===== config.mk =====
export PLATFORM = sky130hd
export DESIGN_NAME = mem_arbiter
export DESIGN_NICKNAME = d
export VERILOG_FILES = /design/src/rtl/mem_arb_pkg.sv /design/src/rtl/memory_unit.sv /design/src/rtl/mem_arbiter.sv
export SDC_FILE = /design/constraint.sdc
export NUM_CORES = 1
export LEC_CHECK = 0
export CORE_MARGIN = 2
export CORE_UTILIZATION = 30
export DETAILED_ROUTE_END_ITERATION = 10
export GPL_TIMING_DRIVEN = 0
export PLACE_DENSITY = 0.53
export SKIP_CTS_REPAIR_TIMING = 1
export SYNTH_ARGS = -nofsm -noshare
export SYNTH_HDL_FRONTEND = slang
export SYNTH_HIERARCHICAL = 1
export SYNTH_SLANG_ARGS = --single-unit

===== constraint.sdc =====
create_clock -name clk -period 3.6 [get_ports clk]
set_input_delay 1.08 -clock clk [delete_from_list [all_inputs] [get_ports clk]]
set_output_delay 1.08 -clock clk [all_outputs]
set_load 0.02 [all_outputs]

===== src/rtl/mem_arb_pkg.sv =====
// mem_arb_pkg: shared FSM states, default widths and requester indices for mem_arbiter
package mem_arb_pkg;
  typedef enum logic [1:0] {IDLE = 2'd0, ISSUE = 2'd1, DONE = 2'd2} state_t;
  localparam int ADDR_W_DEF = 3;
  localparam int DATA_W_DEF = 8;
  localparam logic REQ0 = 1'b0;
  localparam logic REQ1 = 1'b1;
endpackage


===== src/rtl/memory_unit.sv =====
// memory_unit: single-port word memory, write or registered read when select is high
// Ports: clk; select/op (1=write) /addr/data_in access command; data_out read word, valid the cycle after a read.
module memory_unit import mem_arb_pkg::*; #(
  parameter int ADDR_W = ADDR_W_DEF,
  parameter int DATA_W = DATA_W_DEF
) (
  input  logic              clk,
  input  logic              select,
  input  logic              op,
  input  logic [ADDR_W-1:0] addr,
  input  logic [DATA_W-1:0] data_in,
  output logic [DATA_W-1:0] data_out
);
  logic [DATA_W-1:0] r_mem [2**ADDR_W];
  always_ff @(posedge clk) begin
    if (select && op) r_mem[addr] <= data_in;
    if (select && !op) data_out <= r_mem[addr];
  end
endmodule


===== src/rtl/mem_arbiter.sv =====
// mem_arbiter: round-robin two-requester arbiter in front of a memory_unit, one access per 3 cycles
// Ports: clk, rst (sync, active high); reqN/weN/addrN/wdataN request from requester N;
// ackN one-cycle completion pulse, rdataN read data in the ack cycle of a read; busy high outside IDLE.
module mem_arbiter import mem_arb_pkg::*; #(
  parameter int ADDR_W = ADDR_W_DEF,
  parameter int DATA_W = DATA_W_DEF
) (
  input  logic              clk,
  input  logic              rst,
  input  logic              req0,
  input  logic              req1,
  input  logic              we0,
  input  logic              we1,
  input  logic [ADDR_W-1:0] addr0,
  input  logic [ADDR_W-1:0] addr1,
  input  logic [DATA_W-1:0] wdata0,
  input  logic [DATA_W-1:0] wdata1,
  output logic              ack0,
  output logic              ack1,
  output logic [DATA_W-1:0] rdata0,
  output logic [DATA_W-1:0] rdata1,
  output logic              busy
);
  state_t r_state, w_next;
  logic r_last, r_we, r_sel, r_op;
  logic [ADDR_W-1:0] r_maddr, w_addr;
  logic [DATA_W-1:0] r_mdata, w_wdata, w_dout;
  logic w_win, w_we, w_start, w_done;
  memory_unit #(.ADDR_W(ADDR_W), .DATA_W(DATA_W)) u_mem (
    .clk(clk), .select(r_sel), .op(r_op), .addr(r_maddr), .data_in(r_mdata), .data_out(w_dout)
  );
  always_ff @(posedge clk) r_state <= rst ? IDLE : w_next;
  // r_last doubles as the index of the transaction in flight: it only changes on entry to ISSUE
  always_comb begin
    w_win = (req1 && (!req0 || r_last == REQ0)) ? REQ1 : REQ0;
    w_we = w_win ? we1 : we0;
    w_addr = w_win ? addr1 : addr0;
    w_wdata = w_win ? wdata1 : wdata0;
    w_start = r_state == IDLE && (req0 || req1);
    w_next = r_state == ISSUE ? DONE : w_start ? ISSUE : IDLE;
    w_done = r_state == DONE && !rst;
    busy = r_state != IDLE;
    ack0 = w_done && r_last == REQ0;
    ack1 = w_done && r_last == REQ1;
    rdata0 = ack0 && !r_we ? w_dout : '0;
    rdata1 = ack1 && !r_we ? w_dout : '0;
  end
  // memory command registers are loaded only on entry to ISSUE, so they are zero in every other state
  always_ff @(posedge clk) begin
    if (rst) begin
      r_last <= REQ1;
      r_we <= 1'b0;
      r_sel <= 1'b0;
      r_op <= 1'b0;
      r_maddr <= '0;
      r_mdata <= '0;
    end else begin
      r_sel <= w_start;
      r_op <= w_start && w_we;
      r_maddr <= w_start ? w_addr : '0;
      r_mdata <= w_start && w_we ? w_wdata : '0;
      if (w_start) begin
        r_last <= w_win;
        r_we <= w_we;
      end
    end
  end
endmodule


# Word level (Yosys, flattened, before mapping)
# Memories as Yosys holds them, arrays and structs flattened. A register that Yosys moved wholly into a read port is not among the register bits.
# Cells that the tools add are included.
[op_classes]
bitwise = 3
n_eq_ne = 2
n_mux = 10
reduce_logical = 21
[ops]
columns = ["op", "count"]
rows = [
  ["$mux W8", 3],
  ["$logic_and A1 B1 Y1", 10],
  ["$reduce_or A2 Y1", 3],
  ["$mux W1", 5],
  ["$logic_not A1 Y1", 4],
  ["$mux W3", 1],
  ["$not A1 Y1", 3],
  ["$eq A2 B1 Y1 const B", 1],
  ["$eq A2 B2 Y1 const B", 1],
  ["$logic_not A2 Y1", 1],
  ["$logic_or A1 B1 Y1", 2],
  ["$mux W2", 1],
  ["$reduce_bool A2 Y1", 1],
]
[totals]
word_cells = 45
output_inout_bits = 19
memories = 1
in_bits = 28
ff_bits = 17
ram_bits = 64
[mem_list]
columns = ["memory", "words", "word_bits", "rd", "rd_clocked_by_memory_dff", "wr", "line_no", "rtl"]
rows = [
  ["u_mem.r_mem", 8, 8, 1, 1, 1, "memory_unit.sv:14", "logic [DATA_W-1:0] r_mem [2**ADDR_W];"],
]

# Logic depth before layout (Yosys ltp)
[depth]
word_depth = 8
ltp_mapped = 6
ltp_nobuf = 4

# Cells and area by module
# The synthesis kept the hierarchy.
[modules_own_cells]
columns = ["module", "cells_each", "n_inst", "seq_area_each_um2", "area_per_inst_um2"]
rows = [
  ["memory_unit", 124, 1, 2162.1, 2786.4],
  ["mem_arbiter", 94, 1, 340.3, 855.8],
]

# Least setup slack after synthesis
# No wires, ideal clock.
[synth_timing]
path_type = "input to output"
from = "in rst"
to = "out rdata1[0]"
path_stages = 3
n_path_buf = 0
required_time_ns = 2.520
t_arrival_ns = 1.922
setup_slack_ns = 0.598
path_cell_list = "or3b_4 nor3_4 and2_1"
[synth_between]
elab_chain_len = 5
[synth_rtl]
columns = ["element", "line_no", "rtl"]
rows = [
  ["from (decl)", "mem_arbiter.sv:9", "input logic rst,"],
  ["$logic_not A1 Y1", "mem_arbiter.sv:41", "w_done = r_state == DONE && !rst;"],
  ["$logic_and A1 B1 Y1", "mem_arbiter.sv:41", ""],
  ["$logic_and A1 B1 Y1", "mem_arbiter.sv:44", "ack1 = w_done && r_last == REQ1;"],
  ["$logic_and A1 B1 Y1", "mem_arbiter.sv:46", "rdata1 = ack1 && !r_we ? w_dout : '0;"],
  ["$mux W8", "mem_arbiter.sv:46", ""],
  ["to (decl)", "mem_arbiter.sv:21", "output logic [DATA_W-1:0] rdata1,"],
]
# Every way passes these cells.

# Worst setup path after layout
[layout_timing]
from = "in rst"
to = "out rdata0[7]"
[layout_between]
elab_chain_len = 5
[layout_rtl]
columns = ["element", "line_no", "rtl"]
rows = [
  ["$logic_not A1 Y1", "mem_arbiter.sv:41", ""],
  ["$logic_and A1 B1 Y1", "mem_arbiter.sv:41", ""],
  ["$logic_and A1 B1 Y1", "mem_arbiter.sv:43", "ack0 = w_done && r_last == REQ0;"],
  ["$logic_and A1 B1 Y1", "mem_arbiter.sv:45", "rdata0 = ack0 && !r_we ? w_dout : '0;"],
  ["$mux W8", "mem_arbiter.sv:45", ""],
  ["to (decl)", "mem_arbiter.sv:20", "output logic [DATA_W-1:0] rdata0,"],
]
# Every way passes these cells.

==> flow_summary.yaml <==
status:
  status: "completed"
route:
  wl_per_cell_um: 16.6
  drc: 0
  vias: 1974
  postRouteAntennaNets: 0
  vias_per_cell: 4.62
  wl_um: 7090
  drt-pass1-iter-count: 6
  drt_iter0_markers: 87
global_routing:
  grt_max_degree: 16
  grt_first_pass_wirelength_um: 10700
  grt_pass1_vias: 1846
  grt_overflow: 0
  grt.total_usage_pct: 11.5
  antenna_found_initial: 0
hold_path:
  hold_path_depth: 1
  holdCritStartpoint: "r_state[1]"
  hp-class: "register to register"
  worstHoldEndpoint: "r_state[1]"
synthesis:
  synth_fp_nets: 246
  yosys.area.top_type: "edfxtp_1"
  netlist_area_um2: 3640
  syn_inst: 218
  async_flop_share_pct: 0
  yosysMostFrequentCell: "edfxtp_1"
  synth_flop_cell: "edfxtp_1"
  synth.top_cells.by_count: "edfxtp_1 (72), nand3_1 (18), dfxtp_1 (17), and2_1 (16), mux4_1 (10)"
  ys_ff_latch: 89
  syn_area_per_cell_um2: 16.7
  synth-seq-area-share_pct: 68.7
  synth_cell_type_count: 37
  synth_top_cell_area_share_pct: 59.4
  yosysWarningCount: 6
  synthTopCellsByArea: "edfxtp_1 (59%), dfxtp_1 (9.3%), mux4_1 (7.2%)"
  synth_edf_count: 72
critical_path:
  cp.arrival_ps: 2460
  cp-start-kind: "input port"
  path_class: "input port to primary output"
  reg2reg_slack_ps: 1090
  cp-end-kind: "primary output"
  rr_worst_depth: 4
  required_ps: 2520
  r2r-start: "r_maddr[1]"
  worstReg2RegEnd: "u_mem/r_mem[7][0]"
  cp_max_fo: 8
power:
  p_per_area_nw_per_um2: 507
  vdd_drop_max_mv: 0.248
  p_leak_nw: 1.77
  totalPowerFinal_w: 0.00238
job:
  cap_violations: 0
sta:
  setup_viol: 0
  period_share_pct: 98.2
  rsz0062_at_grt: "no"
  fmax_ghz: 0.283
  worstMarginPinSlew_ps: 1030
  setup_tns_ps: 0
  skew_ps: 9.32
  drv_slew: 0
  hold_viol: 0
  period_needed_ps: 3540
  slew_headroom_pct: 31.4
  fin_ws_ps: 64.8
finish:
  layout-drive-gt1-share_pct: 21.1
  nets: 303
  fin_cells: 427
  area_growth_pct: 28.8
  diodes: 0
clock_network:
  insertion_delay_ps: 340
  cts-root-buf: "clkbuf_16"
  path_clk_slew_ps: 60
  cts_tree: "yes"
  cts_buffer_depth: 2
  clock-sinks: 89
  cts_made_buffers: 9
  cts_htree_levels: 3
placed_design:
  gp_congestion: 0.725
  io_buffers: 44
  hpwl_um: 4780
  pre_cts_slack_ps: -725
  placedCellCount: 409
floorplanning:
  core_area_um2: 11900
  row_count: 40
  dieArea_um2: 13000
  die_y_um: 114
  start_util_pct: 30.6
  fp.dieW_um: 114
  ios: 47
[how the worst max path moves through the flow]
stage | end | cells past startpoint | startpoint | slack, ps
3_5_place_dp | rdata0[7] | 5 | rst | -730
3_3_place_gp | rdata1[7] | 5 | rst | -690
4_1_cts | rdata0[7] | 5 | rst | -730
6_report | rdata0[7] | 6 | rst | 60
2_1_floorplan | rdata1[0] | 3 | rst | 600
5_1_grt | ack0 | 4 | rst | 20
[cell type report]
| type | instances | area [um2] |
|---|---|---|
| Tap cell | 147 | 184 |
| Sequential cell | 89 | 2500 |
| Multi-Input combinational cell | 112 | 1020 |
| Clock inverter | 7 | 118 |
| Timing Repair Buffer | 46 | 510 |
| Inverter | 4 | 15.0 |
| Fill cell | 1113 | 7220 |
| Clock buffer | 9 | 225 |
| Buffer | 13 | 119 |
[metal layers]
metal / global-route usage (%) / part of all wire, % / vias to the layer above
met2: 17.0 / 44 / 68
li1: - / - / 962
met3: 2.75 / 5.2 / 14
met1: 15.6 / 48 / 930
met5: 0 / 0 / -
met4: 6.59 / 2.5 / 0
[through the flow]
stage | hold slack [ps] | utilization, % | area, um2
3_5_place_dp | 505 | 35.9 | 4280
3_3_place_gp | 485 | 35.8 | 4270
5_1_grt | 535 | 39.4 | 4690
4_1_cts | 516 | 38.8 | 4620
6_report | 509 | 39.4 | 4690
2_1_floorplan | 469 | - | 3640
[registers in the layout (all words and copies together), names as in the netlist, 2 cells and up]
signal          cells
r_maddr             3
u_mem/data_out      8
r_state             2
r_mdata             8
u_mem/r_mem        64
[logic make-up after synthesis]
kind of cell | synth area share [%]
and+or+nand+nor | 10.5
AOI/OAI and AO/OA | 4.05
DFF | 68.7
buffers and inverters | 3.68
muxes | 13.1
[critical path: stages]
cell,delay [ps]
dlymetal6s2s_1,180
or3b_4,460
nor3_4,230
buf_12,140
and2_1,130
dlymetal6s2s_1,220
[cell usage in the layout, fill, tap and decap left out, drive strengths merged, types with 7 or more instances in the layout]
master / count
a21oi: 13
and2: 16
buf: 12
clkbuf: 14
clkdlybuf4s50: 26
dfxtp: 17
dlymetal6s2s: 16
edfxtp: 72
mux2: 7
mux4: 14
nand2: 9
nand3: 18
nor2: 11
[report_power, final]
part           leakage (nW)  total (W)  switching, W  internal, W
Sequential            0.746    0.00115     0.0000188      0.00113
Combinational         0.854   0.000166     0.0000768    0.0000887
Clock                 0.170    0.00106      0.000379     0.000679
Total                  1.77    0.00238      0.000475      0.00190
Note: power is estimated with default switching activity, not from simulation.
